===== config.mk =====
export PLATFORM = sky130hd
export DESIGN_NAME = ssd_display_driver
export DESIGN_NICKNAME = d
export VERILOG_FILES = /design/src/rtl/ssd_pkg.sv /design/src/rtl/bin2bcd_seq.sv /design/src/rtl/ssd_display_driver.sv
export SDC_FILE = /design/constraint.sdc
export NUM_CORES = 1
export LEC_CHECK = 0
export CORE_ASPECT_RATIO = 0.5
export CORE_UTILIZATION = 62
export DETAILED_ROUTE_END_ITERATION = 16
export PLACE_DENSITY = 0.86
export SYNTH_ARGS = -nofsm -noshare
export SYNTH_HDL_FRONTEND = slang
export SYNTH_SLANG_ARGS = --single-unit

===== constraint.sdc =====
create_clock -name clk -period 4.1 [get_ports clk]
set_clock_uncertainty 0.1 [all_clocks]
set_input_delay 0.615 -clock clk [delete_from_list [all_inputs] [get_ports clk]]
set_output_delay 0.615 -clock clk [all_outputs]
set_load 0.005 [all_outputs]

===== src/rtl/ssd_pkg.sv =====
// Shared types and helpers for the seven-segment display driver.
// Segment patterns are active-low, ordered {g,f,e,d,c,b,a}.
package ssd_pkg;

  typedef enum logic [1:0] {
    StIdle   = 2'd0,
    StShift  = 2'd1,
    StCommit = 2'd2
  } conv_state_e;

  localparam logic [6:0] SEG_BLANK = 7'h7F;

  function automatic logic [6:0] seg7(input logic [3:0] nib);
    logic [6:0] seg;
    case (nib)
      4'd0:    seg = 7'h40;
      4'd1:    seg = 7'h79;
      4'd2:    seg = 7'h24;
      4'd3:    seg = 7'h30;
      4'd4:    seg = 7'h19;
      4'd5:    seg = 7'h12;
      4'd6:    seg = 7'h02;
      4'd7:    seg = 7'h78;
      4'd8:    seg = 7'h00;
      4'd9:    seg = 7'h10;
      default: seg = SEG_BLANK;
    endcase
    return seg;
  endfunction

endpackage


===== src/rtl/bin2bcd_seq.sv =====
// Sequential double-dabble converter: 13-bit binary to four BCD digits.
// Starts when the input differs from the last converted value; commits atomically.
module bin2bcd_seq
  import ssd_pkg::*;
(
  input  logic        clk,
  input  logic        rst,
  input  logic [12:0] value,
  output logic        busy,
  output logic [15:0] bcd
);

  conv_state_e state_q, state_d;
  logic [28:0] shift_q, shift_d, adj;
  logic [3:0]  bit_cnt_q, bit_cnt_d;
  logic [12:0] held_q, held_d;
  logic        busy_q, busy_d;
  logic [15:0] bcd_q, bcd_d;

  // Add-3 correction on every BCD nibble that will overflow when doubled.
  always_comb begin
    adj = shift_q;
    for (int i = 0; i < 4; i++) begin
      if (shift_q[13+4*i +: 4] >= 4'd5) begin
        adj[13+4*i +: 4] = shift_q[13+4*i +: 4] + 4'd3;
      end
    end
  end

  always_comb begin
    state_d   = state_q;
    shift_d   = shift_q;
    bit_cnt_d = bit_cnt_q;
    held_d    = held_q;
    busy_d    = busy_q;
    bcd_d     = bcd_q;
    case (state_q)
      StIdle: begin
        if (value != held_q) begin
          state_d   = StShift;
          held_d    = value;
          shift_d   = {16'b0, value};
          bit_cnt_d = 4'd0;
          busy_d    = 1'b1;
        end
      end
      StShift: begin
        shift_d   = {adj[27:0], 1'b0};
        bit_cnt_d = bit_cnt_q + 4'd1;
        if (bit_cnt_q == 4'd12) begin
          state_d = StCommit;
        end
      end
      StCommit: begin
        bcd_d   = shift_q[28:13];
        busy_d  = 1'b0;
        state_d = StIdle;
      end
      default: state_d = StIdle;
    endcase
  end

  always_ff @(posedge clk) begin
    if (rst) begin
      state_q   <= StIdle;
      shift_q   <= '0;
      bit_cnt_q <= '0;
      held_q    <= '0;
      busy_q    <= 1'b0;
      bcd_q     <= '0;
    end else begin
      state_q   <= state_d;
      shift_q   <= shift_d;
      bit_cnt_q <= bit_cnt_d;
      held_q    <= held_d;
      busy_q    <= busy_d;
      bcd_q     <= bcd_d;
    end
  end

  assign busy = busy_q;
  assign bcd  = bcd_q;

endmodule


===== src/rtl/ssd_display_driver.sv =====
// Four-digit common-anode seven-segment driver for the CPU's 13-bit debug value.
// Converts to BCD in the background and multiplexes committed digits onto the display.
module ssd_display_driver
  import ssd_pkg::*;
#(
  parameter int unsigned REFRESH_DIV = 100000,
  parameter bit          BLANK_LZ    = 1'b1
) (
  input  logic        clk,
  input  logic        rst,
  input  logic [12:0] value,
  output logic [3:0]  anode,
  output logic [6:0]  cathode,
  output logic        busy,
  output logic [15:0] bcd
);

  localparam int unsigned CntW = (REFRESH_DIV > 1) ? $clog2(REFRESH_DIV) : 1;
  localparam logic [CntW-1:0] CntMax = CntW'(REFRESH_DIV - 1);

  logic [CntW-1:0] refresh_cnt_q;
  logic [1:0]      digit_sel_q;
  logic [3:0]      anode_q, anode_d;
  logic [6:0]      cathode_q, cathode_d;
  logic [3:0]      nib;
  logic            lz_blank;

  bin2bcd_seq u_conv (
    .clk   (clk),
    .rst   (rst),
    .value (value),
    .busy  (busy),
    .bcd   (bcd)
  );

  // A digit above the lowest is a leading zero when it and every higher nibble are zero.
  always_comb begin
    nib = bcd[{digit_sel_q, 2'b00} +: 4];
    case (digit_sel_q)
      2'd1:    lz_blank = (bcd[15:4] == 12'd0);
      2'd2:    lz_blank = (bcd[15:8] == 8'd0);
      2'd3:    lz_blank = (bcd[15:12] == 4'd0);
      default: lz_blank = 1'b0;
    endcase
    anode_d   = ~(4'b0001 << digit_sel_q);
    cathode_d = (BLANK_LZ && lz_blank) ? SEG_BLANK : seg7(nib);
  end

  always_ff @(posedge clk) begin
    if (rst) begin
      refresh_cnt_q <= '0;
      digit_sel_q   <= 2'd0;
      anode_q       <= 4'b1111;
      cathode_q     <= SEG_BLANK;
    end else begin
      if (refresh_cnt_q == CntMax) begin
        refresh_cnt_q <= '0;
        digit_sel_q   <= digit_sel_q + 2'd1;
      end else begin
        refresh_cnt_q <= refresh_cnt_q + 1'b1;
      end
      anode_q   <= anode_d;
      cathode_q <= cathode_d;
    end
  end

  assign anode   = anode_q;
  assign cathode = cathode_q;

endmodule

==> metrics.txt <==
post-synth top area share 0.4041; Post-Syn Nets between 500 and 600; NumNets Final ~610; synthesized cell area around 0.0047 mm²; GRT Resource Usage Total 0.2606; pre-CTS setup slack 1.076 ns; commonest cells in the netlist dfxtp_1 (95), nor2_1 (75), a21oi_1 (62); Main synth FF type dfxtp_1; Core ar. 0.007350 mm²; VDD IR-drop max between 0.3 and 0.4 mV; clock buffer depth 2; CTS tree built; CTS Sinks 95; leakage power approximately 2.0 nW; Async SR Flop Fraction 0; P&R area growth vs syn 15.58%; drt first pass iters 11; setup violators final 0; Slew Limit Headroom 0.3328; met3 Use GR 0.06372; die area about 0.008 mm²; worst-path maximum fanout 26; number of I/O port buffers 42; initial antenna violation count 0; met1 usage 0.2959; RSZ-0062 raised after global routing false; Min-Delay Path Class register to register; post-route setup slack 1.418 ns; Post-CTS Setup Bufs 0; EDFF count, synth 0; syn_area_per_cell around 8.6 µm²; Fillers 540; vias in the first global route between 3,000 and 4,000; synth warn 0; Area contributors post-synth dfxtp_1 (40%), a21oi_1 (6.6%), nor2_1 (6.0%); PD cells 356.7 mW/mm²; count of final hold-check violations 0; register area share after synthesis 0.4041; unique cell type count in the Yosys netlist 42; DP HPWL between 6 and 7 mm; Wirelength per Cell roughly 14 µm; Detail Route Antenna Nets 0; RD Place Congestion 0.8197; Die Y ~64 µm; Die X-Extent about 130 µm; Worst Path Required between 4 and 5 ns; clock slew at reported path FFs 0.07 ns; Slew Limit Fails 0; CTS buffer count 9; final wirelength between 9 and 10 mm; status finished clean; CTS H-tree lvls 3; startpoint types input pin; global-route wire length before repair approximately 16 mm; leading area contributor after synthesis dfxtp_1; crit path time final between 2 and 3 ns; Antenna diodes 0; CP Capture Type register; most frequent cell after synthesis dfxtp_1; most used routing layer in global routing met2; Skew-Pair Late Insertion Delay between 0.3 and 0.4 ns; Initial Utilization 0.6403; Setup TNS 0 ns; Via density 5.725; Max Clock Freq between 300 and 400 MHz; Max Cap Violations 0; Ports 43; largest net degree at the start of global routing between 50 and 60; Slew @ Worst Pin ~1 ns; Gate Count Post-Synth roughly 550; Resize count post-CTS 0; FP Rows 22; drt first-iter violations around 260; Clk Tree Root Cell clkbuf_16; CP arrival 2.83 ns; Design Power approximately 1.9 mW; Residual DRC 0; crit share post-route 0.6540; via count approximately 3,900; WS Path Type input pin to register; CTS Hold Bufs 0; total global routing overflow 0; met2 global-route usage 0.4658; reg2reg setup slack between 1.5 and 2 ns; share of cells above drive strength 1 0.08793; FF+latch count, synth 95
-- final timing paths --
check / startpoint / endpoint / cells past startpoint
min reg2reg: u_conv.busy$_SDFFE_PP0P_ / u_conv.busy$_SDFFE_PP0P_ / 2
min: u_conv.busy$_SDFFE_PP0P_ / u_conv.busy$_SDFFE_PP0P_ / 2
max reg2reg: u_conv.state_q[0]$_SDFFE_PP0P_ / u_conv.held_q[10]$_SDFFE_PP0P_ / 6
max: value[12] / u_conv.shift_q[10]$_SDFFE_PP0P_ / 6
-- critical path, cell delays in order --
cell,delay [ns]
clkdlybuf4s50_1,0.53
xnor2_1,0.13
nand4_1,0.21
or4_4,0.77
mux2_4,0.36
a2111oi_2,0.20
-- per-stage QoR --
| stage | hold slack, ns | utilization | instances | cell area [µm²] |
|---|---|---|---|---|
| floorplan | 0.3302 | - | 548 | 4706 |
| global placement | 0.3410 | 0.7002 | 660 | 5146 |
| detailed placement | 0.3548 | 0.7002 | 660 | 5146 |
| CTS | 0.3635 | 0.7400 | 676 | 5439 |
| global route | 0.3805 | 0.7400 | 676 | 5439 |
| finish | 0.3587 | 0.7400 | 676 | 5439 |
-- logic make-up after synthesis --
family | count (synthesis) | synth area share
fa+ha+maj | 21 | 0.05584
mux | 24 | 0.07285
compound gates | 103 | 0.1369
xor+xnor | 37 | 0.06886
simple gates | 210 | 0.2085
flops | 95 | 0.4041
buf+inv | 58 | 0.05291
-- metal layers --
layer  share of wire  routed length, µm  up-vias
li1                -                  -     1923
met1            0.44               4268     1835
met2            0.49               4807       94
met3           0.045                441       18
met4           0.024                235        0
met5               0                  0        -
-- layout make-up --
class	count	area [µm²]	share of cell area
Clock buffer	13	250.2	0.04601
Clock inverter	3	42.54	0.007821
Inverter	27	101.3	0.01863
Multi-Input combinational cell	395	2570	0.4725
Sequential cell	95	1902	0.3497
Tap cell	96	120.1	0.02208
Timing Repair Buffer	47	452.9	0.08328
-- flip-flops by register name, summed over array words and instances, names as in the netlist --
signal,cells
u_conv.busy,1
digit_sel_q,2
u_conv.shift_q,29
u_conv.state_q,2
refresh_cnt_q,17
u_conv.bit_cnt_q,4
cathode,7
u_conv.held_q,13
u_conv.bcd,16
anode,4
-- cell usage in the layout, fill, tap and decap left out, drive strengths merged, types with 2 or more instances in the layout --
cell / count
ha: 21
mux2: 12
buf: 6
o21ai: 10
or3: 2
clkbuf: 13
a22oi: 12
mux4: 4
o41ai: 2
nand4: 6
nor3: 17
nand2b: 9
a21oi: 62
nand3: 24
or4: 2
xor2: 10
nand2: 56
a31oi: 6
a2bb2oi: 3
a2111oi: 5
and3: 2
nor4: 2
mux2i: 8
nor2: 75
nor3b: 9
inv: 27
clkdlybuf4s50: 41
or2: 3
dfxtp: 95
xnor2: 27
-- power breakdown --
| part | internal, mW | leakage (nW) | switching [mW] |
|---|---|---|---|
| Combinational | 0.0669 | 1.10 | 0.0739 |
| Clock | 0.489 | 0.140 | 0.344 |
| Sequential | 0.948 | 0.775 | 0.0181 |
Note: power is estimated with default switching activity, not from simulation.
